--- config.mk ---
export PLATFORM = sky130hd
export DESIGN_NAME = sdram_dl_writer
export DESIGN_NICKNAME = d
export VERILOG_FILES = /design/src/rtl/sdram_dl_pkg.sv /design/src/rtl/toggle_req_port.sv /design/src/rtl/sdram_dl_writer.sv
export SDC_FILE = /design/constraint.sdc
export NUM_CORES = 1
export LEC_CHECK = 0
export ABC_AREA = 1
export CELL_PAD_IN_SITES_DETAIL_PLACEMENT = 0
export CELL_PAD_IN_SITES_GLOBAL_PLACEMENT = 1
export CORE_MARGIN = 5
export CORE_UTILIZATION = 30
export CTS_CLUSTER_SIZE = 25
export DETAILED_ROUTE_END_ITERATION = 6
export PLACE_DENSITY = 0.76
export RECOVER_POWER = 100
export SYNTH_ARGS = -nofsm -noshare
export SYNTH_HDL_FRONTEND = slang
export SYNTH_HIERARCHICAL = 1
export SYNTH_SLANG_ARGS = --single-unit
--- constraint.sdc ---
create_clock -name clk -period 3.58 [get_ports clk]
set_input_delay 0.358 -clock clk [delete_from_list [all_inputs] [get_ports clk]]
set_output_delay 0.358 -clock clk [all_outputs]
set_load 0.1 [all_outputs]
--- src/rtl/sdram_dl_pkg.sv ---
// sdram_dl_pkg: shared types and helpers for the SDRAM download writer
package sdram_dl_pkg;
  localparam int ADDR_W = 25;
  localparam logic [1:0] DS_LO = 2'b01;
  localparam logic [1:0] DS_HI = 2'b10;
  localparam logic [1:0] DS_BOTH = 2'b11;
  typedef enum logic [1:0] {SYNC, IDLE, WAIT, FLUSH} state_t;
  typedef struct packed {
    logic v;
    logic full;
    logic r;
    logic [22:0] a;
    logic [15:0] d;
    logic [1:0] ds;
  } pend_t;
  function automatic logic [22:0] word_addr(input logic [ADDR_W-1:0] addr, input logic [ADDR_W-1:0] base, input logic p2);
    logic [ADDR_W-1:0] off;
    off = p2 ? addr - base : addr;
    return off[23:1];
  endfunction
endpackage

--- src/rtl/toggle_req_port.sv ---
// toggle_req_port: holds one SDRAM write request and owns its toggle req line
module toggle_req_port
  import sdram_dl_pkg::*;
(
  input  logic        clk,
  input  logic        reset,
  input  logic        sync,
  input  logic        issue,
  input  logic [22:0] a_in,
  input  logic [15:0] d_in,
  input  logic [1:0]  ds_in,
  input  logic        ack,
  output logic        req,
  output logic [22:0] a,
  output logic [15:0] d,
  output logic [1:0]  ds,
  output logic        we,
  output logic        done
);
  assign done = ack == req;
  always_ff @(posedge clk or posedge reset)
    if (reset) begin
      req <= 1'b0;
      a <= '0;
      d <= '0;
      ds <= '0;
      we <= 1'b0;
    end else if (sync) begin
      req <= ack;
    end else if (issue) begin
      req <= ~req;
      a <= a_in;
      d <= d_in;
      ds <= ds_in;
      we <= 1'b1;
    end
endmodule

--- src/rtl/sdram_dl_writer.sv ---
// sdram_dl_writer: packs ioctl download bytes into 16-bit words and writes them
// through two toggle-handshake SDRAM ports, one request outstanding at a time.
module sdram_dl_writer
  import sdram_dl_pkg::*;
#(
  parameter logic [7:0]        ROM_INDEX = 8'd0,
  parameter logic [ADDR_W-1:0] P2_BASE   = 25'h0100000
) (
  input  logic              clk,
  input  logic              reset,
  input  logic              ioctl_download,
  input  logic [7:0]        ioctl_index,
  input  logic              ioctl_wr,
  input  logic [ADDR_W-1:0] ioctl_addr,
  input  logic [7:0]        ioctl_dout,
  output logic              ioctl_wait,
  output logic              port1_req,
  input  logic              port1_ack,
  output logic [22:0]       port1_a,
  output logic [1:0]        port1_ds,
  output logic [15:0]       port1_d,
  output logic              port1_we,
  output logic              port2_req,
  input  logic              port2_ack,
  output logic [22:0]       port2_a,
  output logic [1:0]        port2_ds,
  output logic [15:0]       port2_d,
  output logic              port2_we,
  output logic              busy,
  output logic [23:0]       words_written
);
  state_t state, state_n;
  pend_t p, pn;
  logic dl_q, h_v, h_vn;
  logic [ADDR_W-1:0] h_addr, ba;
  logic [7:0] h_d, bd;
  logic [22:0] wa;
  logic acc, issue, fall, rise, in_wait, done, done1, done2, pv, src, reg_b, odd_b, mis;
  assign in_wait = state == WAIT || state == FLUSH;
  assign done = done1 && done2;
  // p.full outside IDLE is the holding slot that stalls the HPS; h_v is a byte parked by a mismatch
  assign ioctl_wait = (p.full && state != IDLE) || h_v || state == FLUSH;
  assign busy = p.v || h_v || in_wait;
  assign acc = ioctl_download && ioctl_index == ROM_INDEX && ioctl_wr && !ioctl_wait;
  assign issue = state == IDLE && p.full;
  assign fall = dl_q && !ioctl_download;
  assign rise = !dl_q && ioctl_download;
  assign pv = p.v && !issue;
  assign src = acc || (h_v && !pv);
  assign ba = acc ? ioctl_addr : h_addr;
  assign bd = acc ? ioctl_dout : h_d;
  assign reg_b = ba >= P2_BASE;
  assign odd_b = ba[0];
  assign wa = word_addr(ba, P2_BASE, reg_b);
  assign mis = pv && (!odd_b || wa != p.a || reg_b != p.r);
  assign h_vn = (src && mis) || (h_v && pv);
  always_comb begin
    pn = pv ? p : '0;
    if (src && mis) begin
      pn.full = 1'b1;
    end else if (src && pv) begin
      pn.d[15:8] = bd;
      pn.ds = DS_BOTH;
      pn.full = 1'b1;
    end else if (src) begin
      pn.v = 1'b1;
      pn.full = odd_b;
      pn.r = reg_b;
      pn.a = wa;
      pn.d = odd_b ? {bd, 8'h00} : {8'h00, bd};
      pn.ds = odd_b ? DS_HI : DS_LO;
    end
    if (fall && pn.v) pn.full = 1'b1;
    state_n = state == SYNC ? IDLE : issue ? (h_v ? FLUSH : WAIT) : (in_wait && done) ? IDLE : state;
  end
  always_ff @(posedge clk or posedge reset)
    if (reset) begin
      state <= SYNC;
      p <= '0;
      h_v <= 1'b0;
      h_addr <= '0;
      h_d <= '0;
      dl_q <= 1'b0;
      words_written <= '0;
    end else begin
      state <= state_n;
      p <= pn;
      h_v <= h_vn;
      dl_q <= ioctl_download;
      if (acc && mis) begin
        h_addr <= ioctl_addr;
        h_d <= ioctl_dout;
      end
      words_written <= rise ? '0 : (in_wait && done) ? words_written + 24'd1 : words_written;
    end
  toggle_req_port u_p1 (
    .clk(clk), .reset(reset), .sync(state == SYNC), .issue(issue && !p.r),
    .a_in(p.a), .d_in(p.d), .ds_in(p.ds), .ack(port1_ack),
    .req(port1_req), .a(port1_a), .d(port1_d), .ds(port1_ds), .we(port1_we), .done(done1)
  );
  toggle_req_port u_p2 (
    .clk(clk), .reset(reset), .sync(state == SYNC), .issue(issue && p.r),
    .a_in(p.a), .d_in(p.d), .ds_in(p.ds), .ack(port2_ack),
    .req(port2_req), .a(port2_a), .d(port2_d), .ds(port2_ds), .we(port2_we), .done(done2)
  );
endmodule

**Yosys cells after proc, flatten, opt, wreduce, memory -nomap -nowiden**

Cells that the tools add are included.

- Add/subtract/negate cells: 2
- Order comparisons: 1
- Equal/unequal tests: 9
- Mux-type cells: 27
- Bitwise logic cells: 3
- Reduce and logical (&&, ||, !) cells: 43

Operators by type and width:

| kind | number |
|---|---|
| 2-to-1 mux 24 bit | 4 |
| 2-to-1 mux 44 bit | 2 |
| 2-to-1 mux 42 bit | 1 |
| >= comparator 25 x 21 -> 1 bit (second input constant) | 1 |
| 2-to-1 mux 25 bit | 1 |
| adder 24 x 1 -> 24 bit (second input constant) | 1 |
| 2-to-1 mux 8 bit | 3 |
| subtractor 24 x 21 -> 24 bit (second input constant) | 1 |
| inequality test 23 bit | 1 |
| logical AND 1 bit | 19 |
| 2-to-1 mux 16 bit | 1 |
| 2-to-1 mux 1 bit | 10 |
| 2-to-1 mux 2 bit | 5 |
| logical OR 1 bit | 9 |
| logical NOT 8 bit | 1 |
| logical NOT 1 bit | 7 |
| nonzero test 2 bit | 3 |
| inequality test 5 x 2 -> 1 bit (second input constant) | 1 |
| == test 2 bit (second input constant) | 2 |
| AND reduction 2 bit | 2 |
| inverter 1 bit | 3 |
| nonzero test 3 bit | 1 |
| == test 1 bit | 2 |
| == test 2 x 1 -> 1 bit (second input constant) | 1 |
| other kinds (3) | 3 |

- Flip-flop bits (word level): 191
- Input port bits: 47
- Output and inout bits: 112
- Word-level logic and storage cells: 107

**Logic depth before layout (Yosys ltp)**

- Depth after elaboration: 17
- Depth in mapped cells: 21
- Depth with buffers taken out: 19

**Hierarchy**

Netlist, hierarchy kept.

By module, submodules not included:

| module | times used | cells each | area an instance (µm²) | seq. area each (µm²) |
|---|---|---|---|---|
| sdram_dl_writer | 1 | 851 | 5913.2 | 2627.5 |
| toggle_req_port | 2 | 192 | 1765.4 | 1076.0 |

**Worst setup path after synthesis**

Ideal clock, no wire load.

- Path kind: reg2reg
- Start point: reg u_p2.req
- End point: reg words_written[23]
- Setup time: 0.123 ns
- Arrival: 2.995 ns
- Required time: 3.457 ns
- Setup slack: 0.462 ns
- Stages on the path, launching flop included: 15
- Buffers on the path: 0
- Clock period less this slack: 3.118 ns
- Cell sequence: dfrtp_1 > xnor2_1 > nand3_1 > nor3_1 > nand2_1 > nor3_1 > and3_1 > and2_1 > nand2_1 > nor2_1 > nand3_1 > nor2_1 > nand3_1 > nand2_1 > nor2_1

- Longest elaborated chain between the ends: 4

RTL lines:

| what | RTL line | RTL |
|---|---|---|
| start: declaration | toggle_req_port.sv:13 | `output logic req,` |
| start signal: assignment | toggle_req_port.sv:29 | `req <= ack;` |
| start signal: assignment | toggle_req_port.sv:31 | `req <= ~req;` |
| == test 1 bit | toggle_req_port.sv:20 | `assign done = ack == req;` |
| via done2 | sdram_dl_writer.sv:38 | `logic acc, issue, fall, rise, in_wait, done, done1, done2, pv, src, reg_b, odd_b, mis;` |
| logical AND 1 bit | sdram_dl_writer.sv:40 | `assign done = done1 && done2;` |
| logical AND 1 bit | sdram_dl_writer.sv:94 | `words_written <= rise ? '0 : (in_wait && done) ? words_written + 24'd1 : words_written;` |
| nonzero test 2 bit (no line) | - |  |
| end signal: assignment | sdram_dl_writer.sv:94 |  |
| end: declaration | sdram_dl_writer.sv:30 | `output logic [23:0] words_written` |

The timed path passes the listed nets, and every way through them passes these cells.
A chain may end at the register's enable or synchronous reset.

**Final worst setup path**

- Start point: reg state[1]
- End point: reg u_p2.d[2]

- Longest elaborated chain between the ends: 4
- Elaborated cells between the ends (all ways): 6
- Classes of those cells: eq/ne (1); bitwise (1); reduce/logical (4)

RTL lines:

| what | RTL line | RTL |
|---|---|---|
| start: declaration | sdram_dl_writer.sv:32 | `state_t state, state_n;` |
| start signal: assignment | sdram_dl_writer.sv:86 | `state <= state_n;` |
| == test 2 x 1 -> 1 bit | sdram_dl_writer.sv:45 | `assign issue = state == IDLE && p.full;` |
| logical AND 1 bit | sdram_dl_writer.sv:45 |  |
| logical AND 1 bit | sdram_dl_writer.sv:102 | `.clk(clk), .reset(reset), .sync(state == SYNC), .issue(issue && p.r),` |
| AND reduction 2 bit (no line) * | - |  |
| end signal: assignment | toggle_req_port.sv:33 | `d <= d_in;` |
| end: declaration | toggle_req_port.sv:15 | `output logic [15:0] d,` |

Every way passes the cells marked *; elsewhere a longest branch is shown, timed or not.

==> flow_summary.json <==
{
  "status": "finished, violations left",
  "violations": "max-capacitance violations, max-slew violations",
  "ios": 159,
  "yosysWarnings": 6,
  "synthArstFlopShare_pct": 100,
  "cp-start-kind": "flop",
  "ys_seq_elements": 191,
  "first_pass_iters": 5,
  "n_fill_cell": 3265,
  "cp_slowest_stage_delay_ns": 1.01,
  "nets": 1428,
  "synth_edf_count": 0,
  "slowest_stage": "nor2_1",
  "slew-limit-headroom_pct": -48.0,
  "maxCapViolCount": 3,
  "grt_max_degree": 50,
  "portBuffers": 158,
  "gr-usage-all-layers_pct": 15.6,
  "wl_per_cell_um": 15.2,
  "cts_resized": 0,
  "vias": 8219,
  "grt_setup_unrepaired": "false",
  "synth-seq-area-share_pct": 50.6,
  "crit_fanout": 42,
  "wl_um": 27200,
  "grt_overflow_total": 0,
  "antenna_found_initial": 1,
  "slew_violations": 117,
  "yosysMostFrequentCell": "nand2_1",
  "critical_path.top_delay_family": "simple AND/OR/NAND/NOR gates",
  "routabilityCongestion": 0.797,
  "critPathMostFrequentCell": "nand2_1",
  "clockBufferDepth": 2,
  "initial_core_util_pct": 30.2,
  "cts_tree": "yes",
  "cts_root_buffer": "clkbuf_16",
  "end_kind": "flop",
  "drive_gt1_share_pct": 4.52,
  "cellLeakagePower_nw": 6.29,
  "cts_buffers": 17,
  "die_y_um": 187,
  "final-hold-violation-count": 0,
  "hpwlAfterDp_um": 19600,
  "tightest_slew_ns": 2.22,
  "worstPathCellList": "inv_1 -> nand3_1 -> nor2_1 -> nand2_2 -> nand2_1 -> nand2_1",
  "reg2reg_slack_ns": 0.48,
  "antenna_cells": 0,
  "fmax_ghz": 0.322,
  "fp-row-count": 65,
  "ant_nets": 0,
  "hold_ws_ns": 0.332,
  "die_w_um": 187,
  "clock_latency_ns": 0.44,
  "post-route-period-util_pct": 86.6,
  "htreeDepth": 4,
  "cts.clk_slew.worst_paths_ns": 0.07,
  "peakVddDrop_mv": 0.431,
  "drtIter0Drc": 504,
  "synthCells": 1235,
  "cts_setup_buffers": 0,
  "tns_ns": 0,
  "crit_arrival_ns": 3.42,
  "yosys_most_used_dff": "dfrtp_1",
  "grt_pass1_vias": 7910,
  "worst_clock_skew_ns": 0.0100,
  "die-area_sq_um": 35100,
  "syn_avg_cell_area_sq_um": 7.65,
  "syn-num-nets": 1283,
  "clock_sinks": 191,
  "yosys.area.top_type": "dfrtp_1",
  "critical_path_class": "flop to flop",
  "synth.distinct_cells": 41,
  "path_buf_inv": 1,
  "route.detailed.drc": 0,
  "holdCritPathClass": "input port to async pin",
  "timing.final.crit_period_ns": 3.10,
  "setup_viol": 0,
  "synth_top_cell_area_share_pct": 50.6,
  "required_ns": 3.90,
  "syn_area_sq_um": 9440,
  "grt_pass1_wl_um": 44500,
  "viasPerCell": 4.58,
  "ys_top_cells_by_count": "nand2_1 (415), nand3_1 (194), inv_1 (193), dfrtp_1 (191), o21ai_0 (55)",
  "area_growth_pct": 25.7,
  "core_area_sq_um": 31300,
  "power_density_nw_per_um2": 784,
  "postCtsHoldBufs": 0,
  "synth_area_leaders": "dfrtp_1 (51%), nand2_1 (16%), nand3_1 (10%), inv_1 (7.7%), o21ai_0 (2.9%)"
}
==> power breakdown <==
group	internal, mW	leakage (nW)	switching (mW)
clock network	0.991	0.285	0.905
logic	0.778	3.61	3.80
registers	2.57	2.40	0.259
total	4.34	6.29	4.97
==> sequential cells by signal (all words and copies together), names as in the netlist, 2 cells and up <==
name	count
p	44
h_addr	25
words_written	24
u_p1/a	23
u_p2/a	23
u_p1/d	16
u_p2/d	16
h_d	8
state	2
u_p1/ds	2
u_p2/ds	2
==> routing by layer <==
layer | global-route usage [%] | up-vias | wire length, um
met1 | 22.8 | 3853 | 13500
li1 | - | 4148 | -
met2 | 23.6 | 198 | 12000
met4 | 3.64 | 2 | 272
met3 | 3.62 | 18 | 1500
met5 | 0 | - | 7
==> through the flow <==
stage                     util [%]  cell area (sq um)  worst slack (ns)  power (mW)  instances
after floorplan                  -               9440             0.461        6.47       1235
after global placement        36.3              11400             0.371        7.64       1763
after detailed placement      36.3              11400             0.293        7.67       1763
after CTS                     38.2              12000             0.597        9.59       1795
after global routing          37.9              11900             0.161        9.69       1795
final                         37.9              11900             0.479        9.30       1795
==> cells in the final DEF, fill, tap and decap left out, types with 2 or more instances in the layout <==
cell type / netlist / routed
nand2_1: 415 / 416
nand3_1: 194 / 194
inv_1: 193 / 191
dfrtp_1: 191 / 191
dlygate4sd3_1: 0 / 113
o21ai_0: 55 / 57
nor2_1: 48 / 47
clkdlybuf4s50_1: 0 / 44
clkbuf_16: 0 / 17
buf_4: 5 / 14
a21oi_1: 13 / 13
nor3_1: 12 / 12
o22ai_1: 12 / 12
clkbuf_1: 13 / 8
nand4_1: 6 / 6
clkinv_4: 0 / 6
o21ai_1: 6 / 4
nor2_4: 1 / 3
xnor2_1: 3 / 3
inv_8: 0 / 3
nand2_4: 2 / 2
nand2_2: 1 / 2
xor2_1: 2 / 2
and2_1: 3 / 2
a31oi_1: 2 / 2
nand3b_1: 2 / 2
inv_6: 0 / 2
clkbuf_2: 0 / 2
inv_4: 2 / 2
clkinv_1: 0 / 2
==> cell type report <==
cell class                 count  area (sq um)  area share, %
clock buffer                  19           433           3.65
inverter                     196           742           6.25
multi-input combinational    794          3530           29.8
timing repair buffer         180          1730           14.6
sequential                   191          4780           40.3
tap                          402           503           4.24
clock inverter                13           150           1.26
==> kinds of logic after synthesis <==
logic type / count (synthesis) / synth area share, %
fa+ha+maj: 1 / 0.132
compound gates: 95 / 5.48
simple gates: 693 / 31.5
flops: 191 / 50.6
xor+xnor: 5 / 0.464
buf+inv: 250 / 11.8
==> path summary, 6_finish.rpt <==
kind,startpoint,end,cells after the start
max,state[1]$_DFFE_PP0P_,u_p2/d[2]$_DFFE_PP0P_,6
min,reset,u_p1/d[2]$_DFFE_PP0P_,2
max reg2reg,state[1]$_DFFE_PP0P_,u_p2/d[2]$_DFFE_PP0P_,6
min reg2reg,u_p2/we$_DFFE_PP0P_,u_p2/we$_DFFE_PP0P_,2
max in group asynchronous,reset,u_p1/a[12]$_DFFE_PP0P_,3
min in group clk,u_p2/we$_DFFE_PP0P_,u_p2/we$_DFFE_PP0P_,2
No activity file was read; power rests on OpenSTA's default activity.
